File: config.mk
export PLATFORM = sky130hd
export DESIGN_NAME = mux_stream_flat
export DESIGN_NICKNAME = d
export VERILOG_FILES = /design/src/rtl/mux_stream_pkg.sv /design/src/rtl/mux_stream_if.sv /design/src/rtl/mux_stream_rr_picker.sv /design/src/rtl/mux_stream.sv /design/src/flat_wrapper.sv
export SDC_FILE = /design/constraint.sdc
export NUM_CORES = 1
export LEC_CHECK = 0
export BUFFER_PORTS_ARGS = -buffer_cell sky130_fd_sc_hd__buf_4
export CAP_MARGIN = 10
export CORE_MARGIN = 5
export CORE_UTILIZATION = 45
export CTS_BUF_LIST = sky130_fd_sc_hd__clkbuf_8
export DETAILED_ROUTE_END_ITERATION = 8
export GPL_TIMING_DRIVEN = 1
export PLACE_DENSITY = 0.95
export SLEW_MARGIN = 40
export SYNTH_ARGS = -nofsm -noshare
export SYNTH_HDL_FRONTEND = slang
export SYNTH_SLANG_ARGS = --single-unit
export TNS_END_PERCENT = 10
File: constraint.sdc
create_clock -name clk -period 3.9 [get_ports clk]
set_input_delay 0.195 -clock clk [delete_from_list [all_inputs] [get_ports clk]]
set_output_delay 0.195 -clock clk [all_outputs]
set_load 0.02 [all_outputs]
File: src/rtl/mux_stream_pkg.sv
// rtl/mux_stream_pkg.sv - shared types, width helper and reset constants for mux_stream
package mux_stream_pkg;

  typedef enum logic {
    ST_EMPTY = 1'b0,
    ST_FULL  = 1'b1
  } state_e;

  // Keeps index fields at least one bit wide even for degenerate channel counts
  function automatic int clog2_safe(input int n);
    return (n <= 2) ? 1 : $clog2(n);
  endfunction

  localparam state_e RST_STATE   = ST_EMPTY;
  localparam logic   RST_ERR_SEL = 1'b0;
  localparam int     RST_DATA    = 0;
  localparam int     RST_IDX     = 0;

endpackage

File: src/rtl/mux_stream_if.sv
// rtl/mux_stream_if.sv - producer-side channels and consumer-side output of mux_stream
interface mux_stream_if
  import mux_stream_pkg::*;
#(
  parameter int N_INPUTS = 32,
  parameter int DATA_W   = 2,
  localparam int SEL_W   = clog2_safe(N_INPUTS)
) ();

  logic [N_INPUTS*DATA_W-1:0] in_data;
  logic [N_INPUTS-1:0]        in_valid;
  logic [N_INPUTS-1:0]        in_ready;
  logic [DATA_W-1:0]          out_data;
  logic [SEL_W-1:0]           out_ch;
  logic                       out_valid;
  logic                       out_ready;

  modport master (
    output in_data, in_valid, out_ready,
    input  in_ready, out_data, out_ch, out_valid
  );

  modport slave (
    input  in_data, in_valid, out_ready,
    output in_ready, out_data, out_ch, out_valid
  );

endinterface

File: src/rtl/mux_stream_rr_picker.sv
// rtl/mux_stream_rr_picker.sv - combinational rotate-priority encoder: first set req at or after ptr
module rr_picker
  import mux_stream_pkg::*;
#(
  parameter int N_INPUTS = 32,
  localparam int SEL_W   = clog2_safe(N_INPUTS)
) (
  input  logic [N_INPUTS-1:0] req,
  input  logic [SEL_W-1:0]    ptr,
  output logic [SEL_W-1:0]    gnt_idx,
  output logic                gnt_any
);

  int idx;

  // Scan from the farthest offset down so the channel nearest ptr overwrites last
  always_comb begin
    gnt_idx = '0;
    gnt_any = 1'b0;
    idx     = 0;
    for (int k = N_INPUTS - 1; k >= 0; k--) begin
      idx = int'(ptr) + k;
      if (idx >= N_INPUTS) idx = idx - N_INPUTS;
      if (req[idx]) begin
        gnt_idx = SEL_W'(idx);
        gnt_any = 1'b1;
      end
    end
  end

endmodule

File: src/rtl/mux_stream.sv
// rtl/mux_stream.sv - N-way valid/ready selector with one registered output beat.
// MUX_STREAM_RR_EN adds the rr_mode port, round-robin picker and rotation pointer.
module mux_stream
  import mux_stream_pkg::*;
#(
  parameter int N_INPUTS = 32,
  parameter int DATA_W   = 2,
  localparam int SEL_W   = clog2_safe(N_INPUTS)
) (
  input  logic             clk,
  input  logic             rst,
  input  logic [SEL_W-1:0] sel,
`ifdef MUX_STREAM_RR_EN
  input  logic             rr_mode,
`endif
  mux_stream_if.slave      bus,
  output logic             err_sel
);

  state_e              state_q, state_d;
  logic [DATA_W-1:0]   data_q, data_d, pick_data;
  logic [SEL_W-1:0]    ch_q, ch_d, chan;
  logic                err_q, err_d;
  logic                load_en, chan_ok, fixed_mode, sel_in_range, xfer;
  logic [N_INPUTS-1:0] ready_vec;

  assign sel_in_range = ({1'b0, sel} < (SEL_W+1)'(N_INPUTS));

`ifdef MUX_STREAM_RR_EN
  logic [SEL_W-1:0] ptr_q, ptr_d, gnt_idx;
  logic             gnt_any;

  rr_picker #(.N_INPUTS(N_INPUTS)) u_picker (
    .req     (bus.in_valid),
    .ptr     (ptr_q),
    .gnt_idx (gnt_idx),
    .gnt_any (gnt_any)
  );

  assign fixed_mode = !rr_mode;
  assign chan       = rr_mode ? gnt_idx : sel;
  assign chan_ok    = rr_mode ? gnt_any : sel_in_range;

  always_comb begin
    ptr_d = ptr_q;
    if (xfer) ptr_d = (chan == SEL_W'(N_INPUTS - 1)) ? '0 : chan + 1'b1;
  end

  always_ff @(posedge clk) begin
    if (rst) ptr_q <= SEL_W'(RST_IDX);
    else     ptr_q <= ptr_d;
  end
`else
  assign fixed_mode = 1'b1;
  assign chan       = sel;
  assign chan_ok    = sel_in_range;
`endif

  assign load_en = (state_q == ST_EMPTY) || bus.out_ready;

  // One-hot ready and payload mux; in_data reaches only the output register
  always_comb begin
    ready_vec = '0;
    pick_data = '0;
    for (int i = 0; i < N_INPUTS; i++) begin
      if (chan == SEL_W'(i)) begin
        ready_vec[i] = !rst && chan_ok && load_en;
        pick_data    = bus.in_data[i*DATA_W +: DATA_W];
      end
    end
  end

  assign bus.in_ready = ready_vec;
  assign xfer         = |(ready_vec & bus.in_valid);

  always_comb begin
    state_d = state_q;
    data_d  = data_q;
    ch_d    = ch_q;
    if (xfer) begin
      state_d = ST_FULL;
      data_d  = pick_data;
      ch_d    = chan;
    end else if (bus.out_ready) begin
      state_d = ST_EMPTY;
    end
  end

  assign err_d = fixed_mode && !sel_in_range;

  always_ff @(posedge clk) begin
    if (rst) begin
      state_q <= RST_STATE;
      data_q  <= DATA_W'(RST_DATA);
      ch_q    <= SEL_W'(RST_IDX);
      err_q   <= RST_ERR_SEL;
    end else begin
      state_q <= state_d;
      data_q  <= data_d;
      ch_q    <= ch_d;
      err_q   <= err_d;
    end
  end

  assign bus.out_valid = (state_q == ST_FULL);
  assign bus.out_data  = data_q;
  assign bus.out_ch    = ch_q;
  assign err_sel       = err_q;

endmodule
File: src/flat_wrapper.sv
// flat-port wrapper written by rule: the top's interface ports become plain ports
module mux_stream_flat import mux_stream_pkg::*;
#(
  parameter int N_INPUTS = 32,
  parameter int DATA_W   = 2,
  localparam int SEL_W   = clog2_safe(N_INPUTS)
)
  (clk, rst, sel, err_sel, bus_in_data, bus_in_valid, bus_out_ready, bus_in_ready, bus_out_data, bus_out_ch, bus_out_valid);
  mux_stream_if #(.N_INPUTS(N_INPUTS), .DATA_W(DATA_W)) bus_i ();
  input  logic clk;
  input  logic rst;
  input  logic [SEL_W-1:0] sel;
  output logic err_sel;
  input wire logic [$bits(bus_i.in_data)-1:0] bus_in_data;
  input wire logic [$bits(bus_i.in_valid)-1:0] bus_in_valid;
  input wire logic [$bits(bus_i.out_ready)-1:0] bus_out_ready;
  output wire logic [$bits(bus_i.in_ready)-1:0] bus_in_ready;
  output wire logic [$bits(bus_i.out_data)-1:0] bus_out_data;
  output wire logic [$bits(bus_i.out_ch)-1:0] bus_out_ch;
  output wire logic [$bits(bus_i.out_valid)-1:0] bus_out_valid;
  assign bus_i.in_data = bus_in_data;
  assign bus_i.in_valid = bus_in_valid;
  assign bus_i.out_ready = bus_out_ready;
  assign bus_in_ready = bus_i.in_ready;
  assign bus_out_data = bus_i.out_data;
  assign bus_out_ch = bus_i.out_ch;
  assign bus_out_valid = bus_i.out_valid;
  mux_stream #(.N_INPUTS(N_INPUTS), .DATA_W(DATA_W)) u_core (.clk(clk), .rst(rst), .sel(sel), .bus(bus_i), .err_sel(err_sel));
endmodule
# Word level (Yosys, flattened, before mapping)

Cells that the tools add are included.

Output and inout bits: 41
Bits in registers: 8
Input port bits: 104
Word-level logic and storage cells: 108

Bitwise operators: 2
Eq/ne operators: 31
Reduce and logical (&&, ||, !) cells: 6
Muxes and demuxes: 66

Operators by type and width:

| kind                                                 | number |
|---|---|
| equality test 5 bit (second input constant)          | 16 |
| two-way mux 2 bit                                    | 32 |
| equality test 5 x 4 -> 1 bit (second input constant) | 8 |
| two-way mux 1 bit                                    | 34 |
| AND 32 bit                                           | 1 |
| OR reduction 32 bit                                  | 1 |
| equality test 5 x 3 -> 1 bit (second input constant) | 4 |
| equality test 5 x 2 -> 1 bit (second input constant) | 2 |
| equality test 5 x 1 -> 1 bit (second input constant) | 1 |
| logical NOT 5 bit                                    | 1 |
| nonzero test 2 bit                                   | 1 |
| logical AND 1 bit                                    | 1 |
| logical NOT 1 bit                                    | 1 |
| logical OR 1 bit                                     | 1 |
| NOT 1 bit                                            | 1 |

# Logic depth before layout (Yosys ltp)

Depth in word-level cells: 33
Depth in mapped cells: 11
Gate-level depth less buffers: 6

# Least setup slack after synthesis

OpenSTA, ideal clock, no wires.

Path type: reg-to-reg
Start point: reg u_core.state_q (netlist: u_core.bus.out_valid)
End point: reg u_core.data_q[0] (netlist: u_core.bus.out_data[0])
Arrival time: 2.189 ns
Stages on the path, launching flop included: 9
Library setup time: 0.130 ns
Path buffers: 2
Slack: 1.582 ns
Cells stage by stage: dfxtp_1 > nor2b_1 > buf_2 > nor4_1 > a2111oi_1 > and4_1 > buf_2 > a21oi_1 > a21oi_1

Cells in the longest elaborated chain, start to end: 6
Elaborated cells on any way between the ends: 37

RTL lines:

| what                   | RTL line           | source |
|---|---|---|
| from (decl)            | mux_stream.sv:20   | `state_e state_q, state_d;` |
| from (signal assigned) | mux_stream.sv:98   | `state_q <= state_d;` |
| NOT 1 bit              | mux_stream.sv:59   | `assign load_en = (state_q == ST_EMPTY) \|\| bus.out_ready;` |
| logical OR 1 bit       | mux_stream.sv:59   |  |
| logical AND 1 bit      | mux_stream.sv:67   | `ready_vec[i] = !rst && chan_ok && load_en;` |
| two-way mux 1 bit      | mux_stream.sv:66   | `if (chan == SEL_W'(i)) begin` |
| via bus_in_ready[30]   | flat_wrapper.sv:17 | `output wire logic [$bits(bus_i.in_ready)-1:0] bus_in_ready;` |
| AND 32 bit             | mux_stream.sv:74   | `assign xfer = \|(ready_vec & bus.in_valid);` |
| OR reduction 32 bit    | mux_stream.sv:74   |  |
| to (signal assigned)   | mux_stream.sv:94   | `data_q <= DATA_W'(RST_DATA);` |
| to (signal assigned)   | mux_stream.sv:99   | `data_q <= data_d;` |
| to (decl)              | mux_stream.sv:21   | `logic [DATA_W-1:0] data_q, data_d, pick_data;` |

The timed path passes the listed nets, and every way through them passes these cells.
A chain may end at the register's enable or synchronous reset.

# Final worst setup path

Start point: reg u_core.state_q (netlist: u_core.bus.out_valid)
End point: reg u_core.data_q[1] (netlist: u_core.bus.out_data[1])

Cells in the longest elaborated chain, start to end: 6
Elaborated cells on any way between the ends: 37

RTL lines:

| what                    | RTL line |
|---|---|
| NOT 1 bit (*)           | mux_stream.sv:59 |
| logical OR 1 bit (*)    | mux_stream.sv:59 |
| logical AND 1 bit (*)   | mux_stream.sv:67 |
| two-way mux 1 bit       | mux_stream.sv:66 |
| AND 32 bit (*)          | mux_stream.sv:74 |
| OR reduction 32 bit (*) | mux_stream.sv:74 |

Mark *: on every way between the ends. The rest lies on a longest branch, timed or not.

==> run_results.csv <==
group,metric,value,unit
run_status,status,"finished clean",
yosys,yosysSeqAreaShare,0.0838,
yosys,synth_top_cell_area_share,0.0864,
die,rows,23,
yosys,synthCells,280,
die,ioPinCount,145,
yosys,yosys_warnings,0,
yosys,synth_top_cell_by_area,"nor2_1",
yosys,yosys.cell_types.count,60,
timing,period_share,0.621,
yosys,synthArstFlopShare,0,
setup_path,arrival,2.53,ns
placed_design,gp_congestion,0.933,
timing,finalHoldViolCount,0,
die,dieArea,5650,um^2
setup_path,critPathLaunchType,"flip-flop",
route,drc,0,
yosys,synth.avg_cell_area,6.82,um^2
power,ir_drop,96.5,uV
clock_tree,cts_tree,"yes",
power,power.leakage,1.31,nW
route,wl_per_cell,18.3,um
route,vias,2737,
die,die_h,75.2,um
global_route,grt_pass1_wl,12.4,mm
setup_path,rrSetupSlack,1.48,ns
global_route,grt_pass1_vias,2642,
global_route,antenna_found_initial,0,
setup_path,crit_path_cell_trace,"nor2b_1 > nor2_1 > and4_1 > or4_1 > o31ai_1 > a21oi_1",
global_route,grt_overflow,0,
timing,rsz0062_at_grt,"no",
setup_path,cpPeakStageDelay,0.61,ns
route,viasPerCell,6.12,
die,coreArea,4060,um^2
clock_tree,h-tree-depth,1,
cells_and_area,post_route_cells_drive_above_1_share,0.403,
timing,fin_skew,0.00232,ns
setup_path,critPathRequiredTime,4.01,ns
worst_hold_path,worstHoldPathType,"in2reg",
placed_design,post-dp-hpwl,6.42,mm
placed_design,dpl_cell_area,2860,um^2
cells_and_area,postLayoutCellArea,2900,um^2
yosys,ys_top_cells_by_area,"nor2_1 8.6%, dfxtp_1 8.4%, mux2i_1 6.8%",
route,drt.antenna.violating_nets,0,
die,die_w,75.2,um
timing,period_minus_slack,2.42,ns
yosys,syn-num-nets,384,
global_route,grt_use_total,0.280,
timing,tightest_slew,0.693,ns
setup_path,path_max_fanout,9,
route,drt-initial-drc-count,313,
yosys,synth_edf_count,0,
setup_path,worst-setup-path-type,"reg2reg",
route,dr.pass1.iters,5,
setup_path,path_delay_family,"simple AND/OR/NAND/NOR gates",
cells_and_area,fin_nets,503,
timing,max_freq,413,MHz
clock_tree,path_clk_slew,0.04,ns
clock_tree,clock_path_buffers,2,
global_route,grt_max_degree,65,
setup_path,end_kind,"flip-flop",
cells_and_area,final_core_util,0.716,
job,cap_violations,0,
yosys,yosys_register_bits,8,
clock_tree,root_buffer,"clkbuf_8",
clock_tree,clk_latency,0.23,ns
cells_and_area,final_cell_mix,"143 x buf_4, 44 x nor2_1, 23 x a21oi_1, 13 x mux2i_1, 12 x nand2_1",
timing,relSlewSlack,0.534,
placed_design,pre_cts_ws,1.46,ns
timing,holdWs,0.250,ns
yosys,syn_area,1910,um^2
cells_and_area,antenna_cells,0,
clock_tree,cts_hold_buf,0,
route,finalWirelength,8.18,mm
clock_tree,cts_setup_buffers,0,
die,start_util,0.471,
setup_path,crit_slowest_cell,"or4_1",
clock_tree,cts_buffers,3,
cells_and_area,final_common_cell,"buf_4",
yosys,synth-main-ff-cell,"dfxtp_1",
setup_path,path_buf_inv,0,
timing,slew_violations,0,
clock_tree,cts_resized,0,
timing,tns,0,ns
cells_and_area,area_delta_synth_final,52.0,%
timing,setup_slack,1.48,ns
placed_design,io_buffer_count,143,
timing,setup_viol,0,
power,power_density,163,nW/um^2
clock_tree,cts.sinks,8,
-- metal layers --
metal | wire length, um | GRT usage
met1 | 3030 | 0.333
met5 | 0 | 0
met2 | 4120 | 0.521
met3 | 897 | 0.0387
met4 | 123 | 0.0738
-- synthesized netlist by cell type (6+ instances only) --
| cell type | count |
|---|---|
| a21oi_1 | 23 |
| a2bb2oi_1 | 7 |
| buf_2 | 11 |
| buf_4 | 6 |
| dfxtp_1 | 8 |
| inv_1 | 6 |
| mux2i_1 | 13 |
| nand2_1 | 12 |
| nand2b_1 | 10 |
| nand3_1 | 11 |
| nor2_1 | 44 |
| nor2b_1 | 7 |
| nor3_1 | 9 |
| nor4_1 | 7 |
| o21ai_0 | 11 |
-- registers in the layout, indices dropped and copies added, names as in the netlist --
register              count
u_core.bus.out_data       2
u_core.bus.out_valid      1
u_core.bus.out_ch         5
-- area by class of cell --
| cell class | count | area [um^2] |
|---|---|---|
| Tap cell | 50 | 62.6 |
| Multi-Input combinational cell | 237 | 1540 |
| Inverter | 6 | 22.5 |
| Fill cell | 368 | 1150 |
| Clock buffer | 3 | 41.3 |
| Timing Repair Buffer | 143 | 1070 |
| Sequential cell | 8 | 160 |
-- worst paths after layout --
path / start / endpoint / cells past startpoint
max: u_core.bus.out_valid$_SDFFE_PP0P_ / u_core.bus.out_data[1]$_SDFFE_PP0P_ / 6
min: rst / u_core.bus.out_ch[1]$_SDFFE_PP0P_ / 2
max reg2reg: u_core.bus.out_valid$_SDFFE_PP0P_ / u_core.bus.out_data[1]$_SDFFE_PP0P_ / 6
min reg2reg: u_core.bus.out_ch[2]$_SDFFE_PP0P_ / u_core.bus.out_ch[2]$_SDFFE_PP0P_ / 2
-- logic make-up (layout without fill, tap and decap cells) --
| logic type | count (synthesis) | count (layout) | synth area share |
|---|---|---|---|
| other | 1 | 1 | 0.00196 |
| DFF | 8 | 8 | 0.0838 |
| muxes | 19 | 19 | 0.115 |
| and+or+nand+nor | 135 | 135 | 0.395 |
| AOI/OAI and AO/OA | 82 | 82 | 0.296 |
| buffers and inverters | 35 | 152 | 0.108 |
-- power by group --
group | switching (mW) | leakage (nW) | internal [mW]
Combinational | 0.137 | 1.22 | 0.139
Clock | 0.0336 | 0.0216 | 0.0669
Sequential | 0.00551 | 0.0656 | 0.0907
Total | 0.177 | 1.31 | 0.297
-- stage by stage --
stage	total power, mW	instances
6_report	0.473	447
4_1_cts	0.471	447
5_1_grt	0.501	447
3_5_place_dp	0.370	444
3_3_place_gp	0.364	444
2_1_floorplan	0.252	280
No activity file was read; power rests on OpenSTA's default activity.
